===== config.mk =====
export PLATFORM = sky130hd
export DESIGN_NAME = spi_flash_writer
export DESIGN_NICKNAME = d
export VERILOG_FILES = /design/src/rtl/spi_flash_pkg.sv /design/src/rtl/spi_shift_engine.sv /design/src/rtl/spi_flash_writer.sv
export SDC_FILE = /design/constraint.sdc
export NUM_CORES = 1
export LEC_CHECK = 0
export ABC_AREA = 1
export CORE_UTILIZATION = 64
export CTS_CLUSTER_DIAMETER = 200
export DETAILED_ROUTE_END_ITERATION = 10
export PLACE_DENSITY = 0.85
export SLEW_MARGIN = 20
export SYNTH_ARGS = -nofsm -noshare
export SYNTH_HDL_FRONTEND = slang
export SYNTH_SLANG_ARGS = --single-unit
export TNS_END_PERCENT = 100

===== constraint.sdc =====
create_clock -name clk -period 13 [get_ports clk]
set_clock_uncertainty 0.1 [all_clocks]
set_input_delay 2.6 -clock clk [delete_from_list [all_inputs] [get_ports clk]]
set_output_delay 2.6 -clock clk [all_outputs]
set_load 0.005 [all_outputs]

===== src/rtl/spi_flash_pkg.sv =====
// ---------------------------------------------------------------------------
// spi_flash_pkg
// Purpose : shared definitions for the SPI flash writer: flash opcodes, the
//           status-register WIP bit index, FSM state encoding and a helper
//           that builds the program/erase command frame.
// Ports   : none (package).
// ---------------------------------------------------------------------------
package spi_flash_pkg;

   localparam logic [7:0] OP_WREN = 8'h06;   // write enable
   localparam logic [7:0] OP_PP   = 8'h02;   // page program
   localparam logic [7:0] OP_SE   = 8'h20;   // 4 KiB sector erase
   localparam logic [7:0] OP_RDSR = 8'h05;   // read status register

   localparam int WIP_BIT = 0;               // write-in-progress status bit
   localparam int FRAME_W = 40;              // widest frame: opcode+addr+data

   typedef enum logic [2:0] {
      ST_IDLE = 3'd0,
      ST_WREN = 3'd1,
      ST_GAP1 = 3'd2,
      ST_OP   = 3'd3,
      ST_GAP2 = 3'd4,
      ST_POLL = 3'd5,
      ST_DONE = 3'd6
   } state_t;

   // Frame is MSB-aligned; an erase leaves the unused trailing byte at all
   // ones so the line idles high even if it were ever shifted.
   function automatic logic [FRAME_W-1:0] op_frame(input logic        is_erase,
                                                   input logic [23:0] a,
                                                   input logic [7:0]  d);
      if (is_erase) op_frame = {OP_SE, a, 8'hFF};
      else          op_frame = {OP_PP, a, d};
   endfunction

endpackage


===== src/rtl/spi_shift_engine.sv =====
// ---------------------------------------------------------------------------
// spi_shift_engine
// Purpose : mode-0 SPI bit engine. Generates sclk = clk/2 (low cycle then
//           high cycle), shifts up to 40 bits MSB first and collects the
//           received bits into an 8-bit shifter.
// Ports   : clk, rst          clock, asynchronous active-high reset
//           i_start, i_len    start a transfer of i_len bits (multiple of 8)
//           i_tx              MSB-aligned transmit frame
//           i_miso            serial input, sampled as sclk falls
//           o_busy            high while a transfer is in progress
//           o_byte_done       one-cycle pulse after every 8th bit
//           o_rx              last 8 received bits
//           o_sclk, o_mosi    registered SPI clock and serial output
// ---------------------------------------------------------------------------
module spi_shift_engine
   import spi_flash_pkg::*;
(
   input  logic               clk,
   input  logic               rst,
   input  logic               i_start,
   input  logic [5:0]         i_len,
   input  logic [FRAME_W-1:0] i_tx,
   input  logic               i_miso,
   output logic               o_busy,
   output logic               o_byte_done,
   output logic [7:0]         o_rx,
   output logic               o_sclk,
   output logic               o_mosi
);

   logic [FRAME_W-1:0] r_sh;
   logic [5:0]         r_cnt;     // bits still to complete, current one included
   logic               r_busy;
   logic               r_sclk;
   logic               r_mosi;
   logic               r_bd;
   logic [7:0]         r_rx;

   always_ff @(posedge clk or posedge rst) begin
      if (rst) begin
         r_sh   <= '0;
         r_cnt  <= '0;
         r_busy <= 1'b0;
         r_sclk <= 1'b0;
         r_mosi <= 1'b1;
         r_bd   <= 1'b0;
         r_rx   <= '0;
      end else begin
         r_bd <= 1'b0;
         if (!r_busy) begin
            // First bit goes out on the start edge, with sclk held low.
            if (i_start) begin
               r_busy <= 1'b1;
               r_sh   <= i_tx;
               r_cnt  <= i_len;
               r_mosi <= i_tx[FRAME_W-1];
               r_sclk <= 1'b0;
            end
         end else if (!r_sclk) begin
            r_sclk <= 1'b1;
         end else begin
            // Falling edge: sample miso, then either present the next bit
            // or finish and park mosi high.
            r_sclk <= 1'b0;
            r_rx   <= {r_rx[6:0], i_miso};
            if (r_cnt[2:0] == 3'd1) r_bd <= 1'b1;
            if (r_cnt == 6'd1) begin
               r_busy <= 1'b0;
               r_mosi <= 1'b1;
               r_cnt  <= '0;
            end else begin
               r_sh   <= {r_sh[FRAME_W-2:0], 1'b1};
               r_mosi <= r_sh[FRAME_W-2];
               r_cnt  <= r_cnt - 6'd1;
            end
         end
      end
   end

   assign o_busy      = r_busy;
   assign o_byte_done = r_bd;
   assign o_rx        = r_rx;
   assign o_sclk      = r_sclk;
   assign o_mosi      = r_mosi;

endmodule


===== src/rtl/spi_flash_writer.sv =====
// ---------------------------------------------------------------------------
// spi_flash_writer
// Purpose : programs one byte or erases one 4 KiB sector of a SPI NOR flash:
//           WREN, cs gap, PP/SE command, cs gap, then RDSR polling until WIP
//           clears or the poll limit is hit.
// Params  : POLL_LIMIT  max status bytes per poll before timeout
//           CS_GAP      min clk cycles cs stays high between transactions
// Ports   : clk, rst              clock, asynchronous active-high reset
//           write, erase          one-cycle requests (erase wins if both)
//           addr, data            captured on request
//           busy, done, err       status; err is valid with done
//           sclk, cs, mosi, miso  SPI mode-0 pins
// ---------------------------------------------------------------------------
module spi_flash_writer
   import spi_flash_pkg::*;
#(
   parameter logic [23:0] POLL_LIMIT = 24'hFFFFFF,
   parameter int          CS_GAP     = 4
) (
   input  logic        clk,
   input  logic        rst,
   input  logic        write,
   input  logic        erase,
   input  logic [23:0] addr,
   input  logic [7:0]  data,
   output logic        busy,
   output logic        done,
   output logic        err,
   output logic        sclk,
   output logic        cs,
   output logic        mosi,
   input  logic        miso
);

   localparam logic [15:0] GAP_LAST = (CS_GAP > 1) ? 16'(CS_GAP - 1) : 16'd0;

   state_t      r_state;
   logic        r_erase;
   logic [23:0] r_addr;
   logic [7:0]  r_data;
   logic        r_busy;
   logic        r_done;
   logic        r_err;
   logic        r_cs;
   logic        r_issued;     // current engine transfer has been started
   logic        r_rdsr_sent;  // RDSR opcode is out, now reading status
   logic [15:0] r_gap;
   logic [23:0] r_pcnt;       // status bytes read in this poll

   logic               w_start;
   logic [5:0]         w_len;
   logic [FRAME_W-1:0] w_tx;
   logic               w_eng_busy;
   logic               w_byte_done;
   logic [7:0]         w_rx;
   logic               w_xfer_end;
   logic [23:0]        w_pcnt_inc;

   assign w_start    = !r_issued &&
                       (r_state == ST_WREN || r_state == ST_OP || r_state == ST_POLL);
   assign w_xfer_end = r_issued && !w_eng_busy;
   assign w_pcnt_inc = (r_pcnt == 24'hFFFFFF) ? r_pcnt : r_pcnt + 24'd1;

   always_comb begin
      w_tx  = '1;
      w_len = 6'd8;
      case (r_state)
         ST_WREN: w_tx = {OP_WREN, 32'hFFFF_FFFF};
         ST_OP: begin
            w_tx  = op_frame(r_erase, r_addr, r_data);
            w_len = r_erase ? 6'd32 : 6'd40;
         end
         ST_POLL: if (!r_rdsr_sent) w_tx = {OP_RDSR, 32'hFFFF_FFFF};
         default: ;
      endcase
   end

   spi_shift_engine u_eng (
      .clk         (clk),
      .rst         (rst),
      .i_start     (w_start),
      .i_len       (w_len),
      .i_tx        (w_tx),
      .i_miso      (miso),
      .o_busy      (w_eng_busy),
      .o_byte_done (w_byte_done),
      .o_rx        (w_rx),
      .o_sclk      (sclk),
      .o_mosi      (mosi)
   );

   always_ff @(posedge clk or posedge rst) begin
      if (rst) begin
         r_state     <= ST_IDLE;
         r_erase     <= 1'b0;
         r_addr      <= '0;
         r_data      <= '0;
         r_busy      <= 1'b0;
         r_done      <= 1'b0;
         r_err       <= 1'b0;
         r_cs        <= 1'b1;
         r_issued    <= 1'b0;
         r_rdsr_sent <= 1'b0;
         r_gap       <= '0;
         r_pcnt      <= '0;
      end else begin
         r_done <= 1'b0;
         if (w_start) r_issued <= 1'b1;
         case (r_state)
            ST_IDLE: begin
               if (write || erase) begin
                  r_erase  <= erase;
                  r_addr   <= addr;
                  r_data   <= data;
                  r_busy   <= 1'b1;
                  r_err    <= 1'b0;
                  r_cs     <= 1'b0;
                  r_issued <= 1'b0;
                  r_state  <= ST_WREN;
               end
            end
            ST_WREN: begin
               if (w_xfer_end) begin
                  r_cs     <= 1'b1;
                  r_gap    <= '0;
                  r_issued <= 1'b0;
                  r_state  <= ST_GAP1;
               end
            end
            ST_GAP1: begin
               if (r_gap == GAP_LAST) begin
                  r_cs    <= 1'b0;
                  r_state <= ST_OP;
               end else begin
                  r_gap <= r_gap + 16'd1;
               end
            end
            ST_OP: begin
               if (w_xfer_end) begin
                  r_cs     <= 1'b1;
                  r_gap    <= '0;
                  r_issued <= 1'b0;
                  r_state  <= ST_GAP2;
               end
            end
            ST_GAP2: begin
               if (r_gap == GAP_LAST) begin
                  r_cs        <= 1'b0;
                  r_rdsr_sent <= 1'b0;
                  r_pcnt      <= '0;
                  r_state     <= ST_POLL;
               end else begin
                  r_gap <= r_gap + 16'd1;
               end
            end
            ST_POLL: begin
               if (w_xfer_end) begin
                  if (!r_rdsr_sent) begin
                     r_rdsr_sent <= 1'b1;
                     r_issued    <= 1'b0;
                  end else if (w_byte_done) begin
                     r_pcnt <= w_pcnt_inc;
                     if (!w_rx[WIP_BIT]) begin
                        r_cs    <= 1'b1;
                        r_done  <= 1'b1;
                        r_busy  <= 1'b0;
                        r_err   <= 1'b0;
                        r_state <= ST_DONE;
                     end else if (w_pcnt_inc >= POLL_LIMIT) begin
                        r_cs    <= 1'b1;
                        r_done  <= 1'b1;
                        r_busy  <= 1'b0;
                        r_err   <= 1'b1;
                        r_state <= ST_DONE;
                     end else begin
                        // cs stays low; the next status byte follows.
                        r_issued <= 1'b0;
                     end
                  end
               end
            end
            ST_DONE: r_state <= ST_IDLE;
            default: r_state <= ST_IDLE;
         endcase
      end
   end

   assign busy = r_busy;
   assign done = r_done;
   assign err  = r_err;
   assign cs   = r_cs;

endmodule


# After elaboration in Yosys (flattened, before gate mapping)
# Cells that the tools add are included.
[op_classes] n_lt_le_gt_ge=1 add_sub_neg=3 reduce_logical=25 mux=84 n_eq_ne=23
[op_table] cell="two-way mux 39 bit" n=4
[op_table] cell="two-way mux 24 bit" n=5
[op_table] cell="one-hot mux 40 bit (3 select lines)" n=1
[op_table] cell="one-hot mux 24 bit (2 select lines)" n=1
[op_table] cell="two-way mux 1 bit" n=46
[op_table] cell="two-way mux 40 bit" n=1
[op_table] cell="two-way mux 38 bit" n=1
[op_table] cell="two-way mux 16 bit" n=2
[op_table] cell="one-hot mux 16 bit (2 select lines)" n=1
[op_table] cell="two-way mux 3 bit" n=10
[op_table] cell="two-way mux 6 bit" n=5
[op_table] cell="adder 24 x 1 -> 24 bit (second input constant)" n=1
[op_table] cell="== test 24 bit (second input constant)" n=1
[op_table] cell=">= comparator 24 bit (second input constant)" n=1
[op_table] cell="inequality test 2 bit (second input constant)" n=10
[op_table] cell="one-hot mux 3 bit (6 select lines)" n=1
[op_table] cell="adder 16 x 1 -> 16 bit (second input constant)" n=1
[op_table] cell="== test 16 x 2 -> 1 bit (second input constant)" n=1
[op_table] cell="AND reduction 3 bit" n=3
[op_table] cell="AND reduction 9 bit" n=1
[op_table] cell="AND reduction 8 bit" n=1
[op_table] cell="nonzero test 2 bit" n=4
[op_table] cell="== test 3 x 1 -> 1 bit (second input constant)" n=2
[op_table] cell="== test 3 x 2 -> 1 bit (second input constant)" n=2
[op_table] cell="18 further kinds" n=30
[totals] output_inout_bits=6 elab_cells=155 register_bits=132 input_bits=37

# Logic depth before layout (Yosys ltp)
# Gate-level depths: netlist (run 1).
[depth] depth_word=11 mapped_depth=17

# Hierarchy
# From an unflattened synthesis (run 1), not the netlist that was laid out.
[hier_totals] cells_unflattened=911 hier_area_um2=7404.6
[modules_own_cells] mod="spi_flash_writer" area_per_inst_um2=4663.2 cells_per_inst=638 n_inst=1 seq_area_each_um2=2053.2
[modules_own_cells] mod="spi_shift_engine" area_per_inst_um2=2741.4 cells_per_inst=273 n_inst=1 seq_area_each_um2=1427.6

# Least setup slack after synthesis (run 1)
# OpenSTA, ideal clock, no wires.
[synth_path] path_kind="input-to-reg" start="in erase" end="reg r_addr[0]" setup_slack_ps=9050 path_stages=3 path_buffers=1 setup_ps=125 arrival_ps=3726 t_required_ps=12775 path_cell_list="o21ai_1 > clkbuf_1 > mux2_2"
[synth_via] elab_chain_len=2
[synth_rtl] item="start, declared" line="spi_flash_writer.sv:23" text="input logic erase,"
[synth_rtl] item="logical OR 1 bit" line="spi_flash_writer.sv:111" text="if (write || erase) begin"
[synth_rtl] item="AND reduction 2 bit (no line)"
[synth_rtl] item="end signal, assigned" line="spi_flash_writer.sv:113" text="r_addr <= addr;"
[synth_rtl] item="end, declared" line="spi_flash_writer.sv:39" text="logic [23:0] r_addr;"
# No other way between the ends.
# A chain may end at the register's enable or synchronous reset.

# Worst setup path in the final report (run 1)
[layout_path] start="reg r_cs, in the netlist cs" end="out cs"
[layout_lines] item="start, declared" line="spi_flash_writer.sv:44" text="logic r_cs;"
[layout_lines] item="start signal, assigned" line="spi_flash_writer.sv:101" text="r_cs <= 1'b1;"
[layout_lines] item="start signal, assigned" line="spi_flash_writer.sv:117" text="r_cs <= 1'b0;"
[layout_lines] item="start signal, assigned" line="spi_flash_writer.sv:124" text="r_cs <= 1'b1;"
[layout_lines] item="end, declared" line="spi_flash_writer.sv:30" text="output logic cs,"
# No word-level cell between the ends.

==> results of run 1 <==
-- where the power goes --
part	leakage [nW]	switching, mW	internal [mW]	total, mW
Combinational	1.60	0.341	0.238	0.579
Sequential	1.66	0.0971	0.558	0.656
Clock	0.277	0.173	0.291	0.464
-- synth_stat cells, drive strengths merged, types with 2 or more instances --
cell type / instances / area, sq um
a211oi: 2 / 15.0
a21oi: 20 / 100
a31oi: 2 / 12.5
buf: 7 / 41.3
clkbuf: 20 / 75.1
dfrtp: 130 / 3250
dfstp: 2 / 52.6
ha: 4 / 50.1
inv: 80 / 300
mux2: 32 / 360
nand2: 213 / 832
nand3: 64 / 338
nand4: 8 / 50.1
nor2: 75 / 320
nor3: 12 / 60.1
nor4: 5 / 31.3
o211ai: 2 / 15.0
o21a: 2 / 15.0
o21ai: 54 / 282
o221ai: 32 / 280
o22ai: 8 / 50.1
o31ai: 2 / 15.0
xnor2: 3 / 26.3
xor2: 13 / 114
-- sequential cells by signal, indices dropped and copies added, names as in the netlist, 3 cells and up --
register	count
r_pcnt	24
r_gap	16
r_addr	24
r_data	8
u_eng.r_cnt	6
u_eng.r_sh	39
r_state	3
-- worst max-delay path by stage --
stage / depth (start not counted) / startpoint / slack, ns / to
2_1_floorplan: 1 / rst / 6.78 / busy$_DFFE_PP0P_
3_3_place_gp: 3 / rst / 8.35 / r_addr[13]$_DFFE_PP0P_
3_5_place_dp: 3 / rst / 8.32 / r_addr[14]$_DFFE_PP0P_
4_1_cts: 1 / cs$_DFFE_PP1P_ / 8.71 / cs
5_1_grt: 1 / cs$_DFFE_PP1P_ / 8.69 / cs
6_report: 1 / cs$_DFFE_PP1P_ / 8.73 / cs
-- logic make-up (layout without fill, tap and decap cells) --
family / after synthesis / count (layout) / share of synthesized area, %
AOI/OAI and AO/OA: 125 / 125 / 11.8
xor gates and xnor gates: 16 / 16 / 2.09
adders and majority gates: 4 / 4 / 0.746
buffers and inverters: 107 / 159 / 6.21
DFF: 132 / 132 / 49.3
muxes: 32 / 32 / 5.37
and+or+nand+nor: 379 / 379 / 24.5
-- area by class of cell --
class,instances,area (sq um),share of cell area [%]
Clock inverter,10,135,1.73
Multi-Input combinational cell,556,3000,38.3
Timing Repair Buffer,47,482,6.15
Tap cell,136,170,2.17
Inverter,80,303,3.87
Sequential cell,132,3310,42.2
Clock buffer,22,433,5.53
-- per-stage QoR --
| stage | setup slack (ns) | instance area (sq um) | power [mW] |
|---|---|---|---|
| after CTS | 8.71 | 7800 | 1.69 |
| after global routing | 8.69 | 7830 | 1.80 |
| final | 8.73 | 7830 | 1.70 |
| after floorplan | 6.78 | 6710 | 1.07 |
| after detailed placement | 8.32 | 7230 | 1.22 |
| after global placement | 8.35 | 7230 | 1.18 |
-- routing by layer --
layer	track usage [%]	part of all wire [%]	wire length, um
met4	12.4	1.6	248
met5	0	0	0
met2	52.0	52	8000
met3	6.70	5.7	880
met1	37.2	41	6230
==> reports/metrics.csv, run 1 <==
metric;value;unit
hold_path_end;cs$_DFFE_PP1P_;
crit_path_cell_trace;clkdlybuf4s50_1;
launch_instance_of_the_worst_register_to_register_path;r_state[1]$_DFFE_PP0P_;
final_min_period_over_clock_period;32.9;%
finalSetupTns;0;ns
commonest_register_cell_after_synthesis;sky130_fd_sc_hd__dfrtp_1;
placement.io_buffers;42;
crit_path_end_kind;output pin;
post_syn_area;6710;sq um
holdBufCountCts;0;
synth_enable_flop_cells;0;
reg2regPathDepth;11;
dp_cells;950;
worst_slew_margin_rel;45.5;%
slowest_delay;0.55;ns
power.ir.vdd_worst;0.000173;V
critPathTopFamily;flip-flops;
number_of_standard_cell_rows_in_the_floorplan;37;
fillerInstances;686;
post_route_wl;15400;um
global_route_wire_length_before_repair;26200;um
boundaryPins;43;
pin_count_of_the_biggest_net_entering_global_routing;91;
synth-async-reset-ratio;100;%
cts.htree.levels;4;
detailed_router_s_first_iteration_violation_count;460;
yosysSeqAreaShare;49.3;%
die_area;10900;sq um
worst-path-buf-inv;1;
grt_antenna_before_repair;0;
cts_max_path_buffers;2;
timing.reg2reg.setup_slack;10.08;ns
vias;5854;
grt_setup_unrepaired;false;
path_clk_slew;0.06;ns
postSynthNetCount;836;
drc;0;
netlist-cell-type-count;38;
post-dp-hpwl;10100;um
hold_ws;0.383;ns
floorplan.die.width;104;um
clkSinkCount;132;
finalSetupViolations;0;
achievable-frequency;234;MHz
startpoint_type;flip-flop;
worst-endpoint-required;10.30;ns
timing.max_cap.violations;0;
via_count_of_the_first_global_routing_pass;5695;
num_antenna_cells;0;
power_density;217;nW/um^2
hold_violations;0;
grt.overflow.total;0;
crit_type;reg2out;
die_h;104;um
drt_pre_antenna_iters;5;
drtAntennaViolNets;0;
cp.arrival;1.57;ns
result_of_the_run;finished, final reports clean;
synth.avg_cell_area;8.44;sq um
cts-buffers-inserted;17;
syn_inst;795;
routedWlPerCell;15.6;um
report.final.slew_viol_count;0;
cpMaxStageDelayCell;sky130_fd_sc_hd__dfstp_2;
route.detailed.vias_per_inst;5.96;
post_cts.resized_instances;0;
synth.yosys.warnings;0;
share_of_the_core_filled_with_cells;76.5;%
post_route_cells_drive_above_1_share;11.1;%
hold_path_class;reg2reg;
leakagePower;3.54;nW
grtUsageTotal;30.4;%
finalNetCount;875;
area_delta_synth_final;16.7;%
synth.ff_latch_count;132;
min-delay-start;cs$_DFFE_PP1P_;
most_common_cell_after_layout_fill_and_taps_aside;sky130_fd_sc_hd__nand2_1;
root_buffer;sky130_fd_sc_hd__clkbuf_8;
core_region_area;10200;sq um
timing.final.crit_period;4.27;ns
initial_core_util;65.6;%
postCtsSetupRepairBufs;0;
maximum_fanout_encountered_on_the_critical_timing_path;2;
worst_flop_to_flop_path_endpoint;u_eng.r_sh[23]$_DFFE_PP0P_;
final_weighted_congestion_of_routability_driven_global_placement;0.921;
mostFrequentLayoutCells;206 x sky130_fd_sc_hd__nand2_1, 130 x sky130_fd_sc_hd__dfrtp_1, 72 x sky130_fd_sc_hd__inv_1;
finish.cell_count_without_fillers;983;
tritoncts;built;
worst_hold_path.num_cells;2;
clkLatencyLatePin;0.54;ns
tightest_slew;0.814;ns
(Power assumes the default switching activity.)
==> inputs of run 2 (changes only) <==
CORE_UTILIZATION = 54   (was 64)
PLACE_DENSITY = 0.77   (was 0.85)
clock period = 3.6 ns   (was 13 ns; I/O delays follow)
==> run 2 against run 1 <==
Against the previous run:
- first-iteration DRC count is 10% lower
- power rose to 3.6 times the previous value
- die area increased by 18%
- critical path type is now reg2reg
- critical endpoint is now u_eng.r_sh[9]$_DFFE_PP0P_
==> reports/metrics.csv, run 2 (synthesis gave the netlist of run 1 again) <==
metric;value;unit;change
post_cts.resized_instances;0;;unchanged
globalRouteMet2Util;43.6;%;-8.4 points
placement.io_buffers;42;;unchanged
number_of_standard_cell_rows_in_the_floorplan;40;;+8.1%
worst-endpoint-required;3.85;ns;-6.45 ns
drt_pre_antenna_iters;5;;unchanged
routedWlPerCell;14.8;um;-5.3%
die_h;113;um;+8.7%
via_count_of_the_first_global_routing_pass;5638;;-1.0%
finalSetupViolations;0;;unchanged
grt_antenna_before_repair;0;;unchanged
cts-buffers-inserted;17;;unchanged
timing.reg2reg.setup_slack;0.70;ns;-9.38 ns
mostFrequentLayoutCells;206 x sky130_fd_sc_hd__nand2_1, 130 x sky130_fd_sc_hd__dfrtp_1, 72 x sky130_fd_sc_hd__inv_1;;
pin_count_of_the_biggest_net_entering_global_routing;58;;-36%
global_route.peak_usage_layer;met2;;
post_route_cells_drive_above_1_share;11.9;%;+0.80 points
holdBufCountCts;0;;unchanged
core_region_area;12100;sq um;+18%
die_area;12900;sq um;+18%
cts.htree.levels;4;;unchanged
route.detailed.vias_per_inst;5.62;;-5.7%
maximum_fanout_encountered_on_the_critical_timing_path;45;;+43
most_common_cell_after_layout_fill_and_taps_aside;sky130_fd_sc_hd__nand2_1;;
grt.overflow.total;0;;unchanged
boundaryPins;43;;unchanged
detailed_router_s_first_iteration_violation_count;413;;-10%
final_weighted_congestion_of_routability_driven_global_placement;0.945;;+2.6%
worst_slew_margin_rel;48.3;%;+2.8 points
pre_cts_slack;0.784;ns;-7.54 ns
largest_register_ffs;39;;unchanged
drc;0;;unchanged
grtUsageTotal;25.4;%;-5.0 points
path_clk_slew;0.06;ns;about the same
grt_util_met1;31.0;%;-6.2 points
timing.max_cap.violations;0;;unchanged
grt_setup_unrepaired;false;;
hold_violations;0;;unchanged
registers.top_by_ff_count;u_eng.r_sh;;
initial_core_util;55.6;%;-10 points
met3_usage;6.27;%;-0.43 points
setup_slack;0.704;ns;-8.02 ns
achievable-frequency;345;MHz;
vias;5713;;-2.4%
num_antenna_cells;0;;unchanged
area_delta_synth_final;17.9;%;
crit_type;reg2reg;;
timing.final.crit_period;2.90;ns;
post-dp-hpwl;10300;um;+2.3%
hold_path_class;reg2reg;;
crit_path_end_kind;flip-flop;;
floorplan.die.width;113;um;+8.7%
tritoncts;built;;
leakagePower;3.55;nW;+0.50%
result_of_the_run;finished, final reports clean;;
power.ir.vdd_worst;0.000595;V;+250%
cp.arrival;3.15;ns;+1.58 ns
tightest_slew;0.773;ns;-0.0416 ns
finalNetCount;877;;+0.23%
power_density;782;nW/um^2;+260%
postCtsSetupRepairBufs;0;;unchanged
global_route_wire_length_before_repair;25800;um;-1.6%
clkSinkCount;132;;unchanged
largest_registers;u_eng.r_sh (39), r_addr (24), r_pcnt (24);;
root_buffer;sky130_fd_sc_hd__clkbuf_16;;
cts_max_path_buffers;2;;unchanged
post_route_wl;15000;um;-2.0%
clkLatencyLatePin;0.42;ns;-0.12 ns
drtAntennaViolNets;0;;unchanged
final_min_period_over_clock_period;80.4;%;
report.final.slew_viol_count;0;;unchanged
finalSetupTns;0;ns;unchanged
startpoint_type;flip-flop;;
[run 2: critical path, stage by stage, from the launching register on]
cell and delay (ns):
sky130_fd_sc_hd__dfrtp_1 0.45, sky130_fd_sc_hd__nor2_1 0.15, sky130_fd_sc_hd__inv_1 0.09, sky130_fd_sc_hd__nor2_4 0.17
sky130_fd_sc_hd__inv_1 0.11, sky130_fd_sc_hd__nand2_1 0.09, sky130_fd_sc_hd__inv_1 0.07, sky130_fd_sc_hd__nor3_1 0.17
sky130_fd_sc_hd__inv_2 0.30, sky130_fd_sc_hd__nand2_2 0.68, sky130_fd_sc_hd__o221ai_1 0.29, sky130_fd_sc_hd__nand2_1 0.14
[run 2: final timing paths]
| check | cells past startpoint | endpoint | start |
|---|---|---|---|
| setup / recovery | 11 | u_eng.r_sh[9]$_DFFE_PP0P_ | r_state[1]$_DFFE_PP0P_ |
| hold / removal | 2 | cs$_DFFE_PP1P_ | cs$_DFFE_PP1P_ |
| setup reg to reg | 11 | u_eng.r_sh[9]$_DFFE_PP0P_ | r_state[1]$_DFFE_PP0P_ |
| hold reg to reg | 2 | cs$_DFFE_PP1P_ | cs$_DFFE_PP1P_ |
| max in group asynchronous | 3 | u_eng.o_mosi$_DFFE_PP1P_ | rst |
| min in group asynchronous | 2 | u_eng.r_sh[21]$_DFFE_PP0P_ | rst |
[run 2: where the power goes]
| part | switching [mW] | internal [mW] |
|---|---|---|
| logic | 1.23 | 0.841 |
| registers | 0.352 | 2.02 |
| clock network | 0.690 | 1.06 |
| total | 2.27 | 3.91 |
[run 2: cell type report]
class                      count  area [sq um]
multi-input combinational    556          3000
inverter                      80           304
clock buffer                  18           439
fill                         983          4150
clock inverter                14           166
sequential                   132          3310
timing repair buffer          49           485
tap                          168           210
[run 2: metal layers]
| layer | vias to the layer above | share of wire, % |
|---|---|---|
| met3 | 16 | 4.3 |
| met5 | - | 0 |
| li1 | 2756 | - |
| met2 | 147 | 51 |
| met4 | 0 | 1.1 |
| met1 | 2794 | 43 |
[run 2: through the flow]
step	power [mW]	instances	hold slack, ns	util (%)	instance area (sq um)
CTS	6.22	1017	0.363	65.6	7910
detailed placement	4.43	985	0.354	60.6	7300
finish	6.19	1017	0.361	65.6	7910
floorplan	3.87	795	0.351	-	6710
global route	6.58	1017	0.413	65.6	7910
global placement	4.26	985	0.349	60.6	7300
==> inputs of run 3 (changes only) <==
CORE_UTILIZATION = 59   (was 54)
PLACE_DENSITY = 0.79   (was 0.77)
clock period = 2.9 ns   (was 3.6 ns; I/O delays follow)
==> run 3 against run 2 <==
Against the previous run:
- routed wire length is 2.9% higher
- register-to-register slack worse by 0.42 ns
- sequential cell count stayed put
- design area is 0.21% higher
- sequential share of layout area is 0.086 points lower
- sequential power is 24% higher
- clock-buffer cell count is 5 higher
- cell count is 2.7% lower
- die area is 8.3% lower
- highest routed layer unchanged
==> reports/metrics.csv, run 3 (synthesis gave the netlist of run 1 again) <==
metric;value;unit;change
dpl-instance-area;7300;sq um;about the same
grt_antenna_before_repair;0;;unchanged
hold_path_class;reg2reg;;
final_area;7930;sq um;+0.21%
largest_register_ffs;39;;unchanged
final_weighted_congestion_of_routability_driven_global_placement;0.882;;-6.7%
root_buffer;sky130_fd_sc_hd__clkbuf_16;;
hold_violations;0;;unchanged
worst_hold_path.num_cells;2;;unchanged
cts-buffers-inserted;17;;unchanged
achievable-frequency;383;MHz;+11%
cts_max_path_buffers;2;;unchanged
crit_type;reg2reg;;
launch_instance_of_the_worst_register_to_register_path;r_pcnt[0]$_DFFE_PP0P_;;
crit_path_end_kind;flip-flop;;
number_of_standard_cell_rows_in_the_floorplan;38;;-5.0%
core_region_area;11000;sq um;-8.9%
top_signal_layer_used;met4;;
grt_setup_unrepaired;false;;
clkLatencyLatePin;0.43;ns;about the same
worst_flop_to_flop_path_endpoint;r_state[0]$_DFFE_PP0P_;;
timing.reg2reg.setup_slack;0.29;ns;-0.42 ns
slowest_delay;0.46;ns;-0.22 ns
placement.io_buffers;42;;unchanged
hold_path_end;cs$_DFFE_PP1P_;;
num_antenna_cells;0;;unchanged
mostFrequentLayoutCells;206 x sky130_fd_sc_hd__nand2_1, 130 x sky130_fd_sc_hd__dfrtp_1, 72 x sky130_fd_sc_hd__inv_1;;
drt_pre_antenna_iters;6;;+1
post-dp-hpwl;10300;um;-0.21%
detailed_router_s_first_iteration_violation_count;495;;+20%
dp_cells;958;;-2.7%
tritoncts;built;;
post_route_cells_drive_above_1_share;11.6;%;-0.25 points
worst_slew_margin_rel;52.7;%;+4.4 points
worst-endpoint-required;3.11;ns;-0.74 ns
report.final.slew_viol_count;0;;unchanged
clkSinkCount;132;;unchanged
drc;0;;unchanged
result_of_the_run;finished, final reports clean;;
tightest_slew;0.705;ns;-0.0680 ns
floorplan.die.width;109;um;-4.3%
reg2regPathDepth;16;;+5
route.met2.wl;7540;um;-2.7%
registers.top_by_ff_count;u_eng.r_sh;;
die_h;109;um;-4.3%
power.ir.vdd_worst;0.000759;V;+27%
most_common_cell_after_layout_fill_and_taps_aside;sky130_fd_sc_hd__nand2_1;;
routedWlPerCell;15.6;um;+5.7%
route.detailed.vias_per_inst;5.76;;+2.6%
finalSetupViolations;0;;unchanged
timing.max_cap.violations;0;;unchanged
boundaryPins;43;;unchanged
crit_path_cell_trace;ha_2, nand3_2, inv_2, nand2_4, nor2_8, nand2_4, nand2_1, nand2_1, nor2_1, nand3_1, nor2_2, nand2_2, nand3_4, nand2_4, nand2_1, o21ai_2;;
share_of_the_core_filled_with_cells;72.2;%;+6.6 points
pwr-share-seq;37.4;%;-0.9 points
switching_share;35.2;%;-1.5 points
global_route_wire_length_before_repair;26200;um;+1.4%
path_clk_slew;0.05;ns;about the same
cts.htree.levels;4;;unchanged
internal_power_consumption;5.06;mW;+29%
switching_power;2.75;mW;+21%
area_delta_synth_final;18.1;%;
vias;5706;;-0.12%
finalSetupTns;0;ns;unchanged
die_area;11800;sq um;-8.3%
fin_total_pwr;7.81;mW;+26%
comb_power_share;33.6;%;about the same
via_count_of_the_first_global_routing_pass;5432;;-3.7%
grtUsageTotal;28.8;%;+3.4 points
cpMaxStageDelayCell;sky130_fd_sc_hd__dfrtp_1;;
drtAntennaViolNets;0;;unchanged
pin_count_of_the_biggest_net_entering_global_routing;58;;unchanged
drt-met1-wl;6940;um;+7.2%
power_density;986;nW/um^2;+26%
routed-wl-met3;827;um;+27%
min-delay-start;cs$_DFFE_PP1P_;;
final_min_period_over_clock_period;90.1;%;+9.7 points
timing.final.crit_period;2.61;ns;-0.282 ns
initial_core_util;61.1;%;+5.5 points
finish.cell_count_without_fillers;990;;-2.7%
grt.overflow.total;0;;unchanged
startpoint_type;flip-flop;;
p_clk_share;29.0;%;+0.8 points
finalNetCount;878;;+0.11%
leakagePower;3.57;nW;+0.40%
cp.arrival;2.83;ns;-0.32 ns
largest_registers;u_eng.r_sh (39), r_addr (24), r_pcnt (24);;
post_route_wl;15500;um;+2.9%
maximum_fanout_encountered_on_the_critical_timing_path;28;;-38%
[run 3: cell types whose count changed in the layout (fill, tap and decap cells not counted), sizes merged]
cell,delta
inv,-6
clkbuf,+5
bufinv,+2
clkinv,-2
buf,+1
clkinvlp,+1
[run 3: power by group through the flow]
| stage | Combinational, mW | Clock (mW) | Sequential [mW] |
|---|---|---|---|
| after floorplan | 2.01 | 0 | 2.79 |
| after global placement | 2.45 | 0 | 2.89 |
| after global routing | 2.95 | 2.38 | 2.99 |
| after CTS | 2.63 | 2.29 | 2.91 |
| final | 2.63 | 2.26 | 2.93 |
| after detailed placement | 2.58 | 0 | 2.92 |
[run 3: critical path, delay by kind of cell (launching register included)]
family	cells	cell delay, ns
buffers and inverters	1	0.13
AOI/OAI and AO/OA	1	0.05
and+or+nand+nor	13	1.48
DFF	1	0.46
adders and majority gates	1	0.28
[run 3: how the worst max path moves through the flow]
stage                     cells past startpoint             startpoint                      to  slack (ns)
final                                        16  r_pcnt[0]$_DFFE_PP0P_  r_state[0]$_DFFE_PP0P_        0.29
after global routing                         16  r_pcnt[0]$_DFFE_PP0P_  r_state[0]$_DFFE_PP0P_        0.04
after CTS                                    16  r_pcnt[0]$_DFFE_PP0P_  r_state[0]$_DFFE_PP0P_        0.25
after detailed placement                     16  r_pcnt[0]$_DFFE_PP0P_  r_state[0]$_DFFE_PP0P_        0.25
after global placement                       16  r_pcnt[0]$_DFFE_PP0P_         err$_DFFE_PP0P_        0.37
after floorplan                               1                    rst        busy$_DFFE_PP0P_        0.58
[run 3: cell type report]
class / instances / area [sq um]
clock inverter: 9 / 154
multi-input combinational: 556 / 3000
clock buffer: 23 / 468
fill: 815 / 3060
inverter: 80 / 304
timing repair buffer: 50 / 518
sequential: 132 / 3310
tap: 140 / 175
[run 3: routing by layer]
layer  up-vias  GRT usage (%)
li1       2746              -
met1      2766           39.3
met2       174           45.7
met3        20           6.58
met4         0           9.07
met5         -              0
[run 3: repair_timing]
action	CTS	global route
gates resized for setup	0	1
setup endpoints to repair	0	2
hold buffers	0	0
hold endpoints to repair	0	0
buffers inserted	0	0
[run 3: metrics by stage]
stage	worst slack (ns)	hold WS, ns
2_1_floorplan	0.584	0.351
3_3_place_gp	0.368	0.355
3_5_place_dp	0.247	0.356
4_1_cts	0.254	0.364
5_1_grt	0.0355	0.388
6_report	0.286	0.365
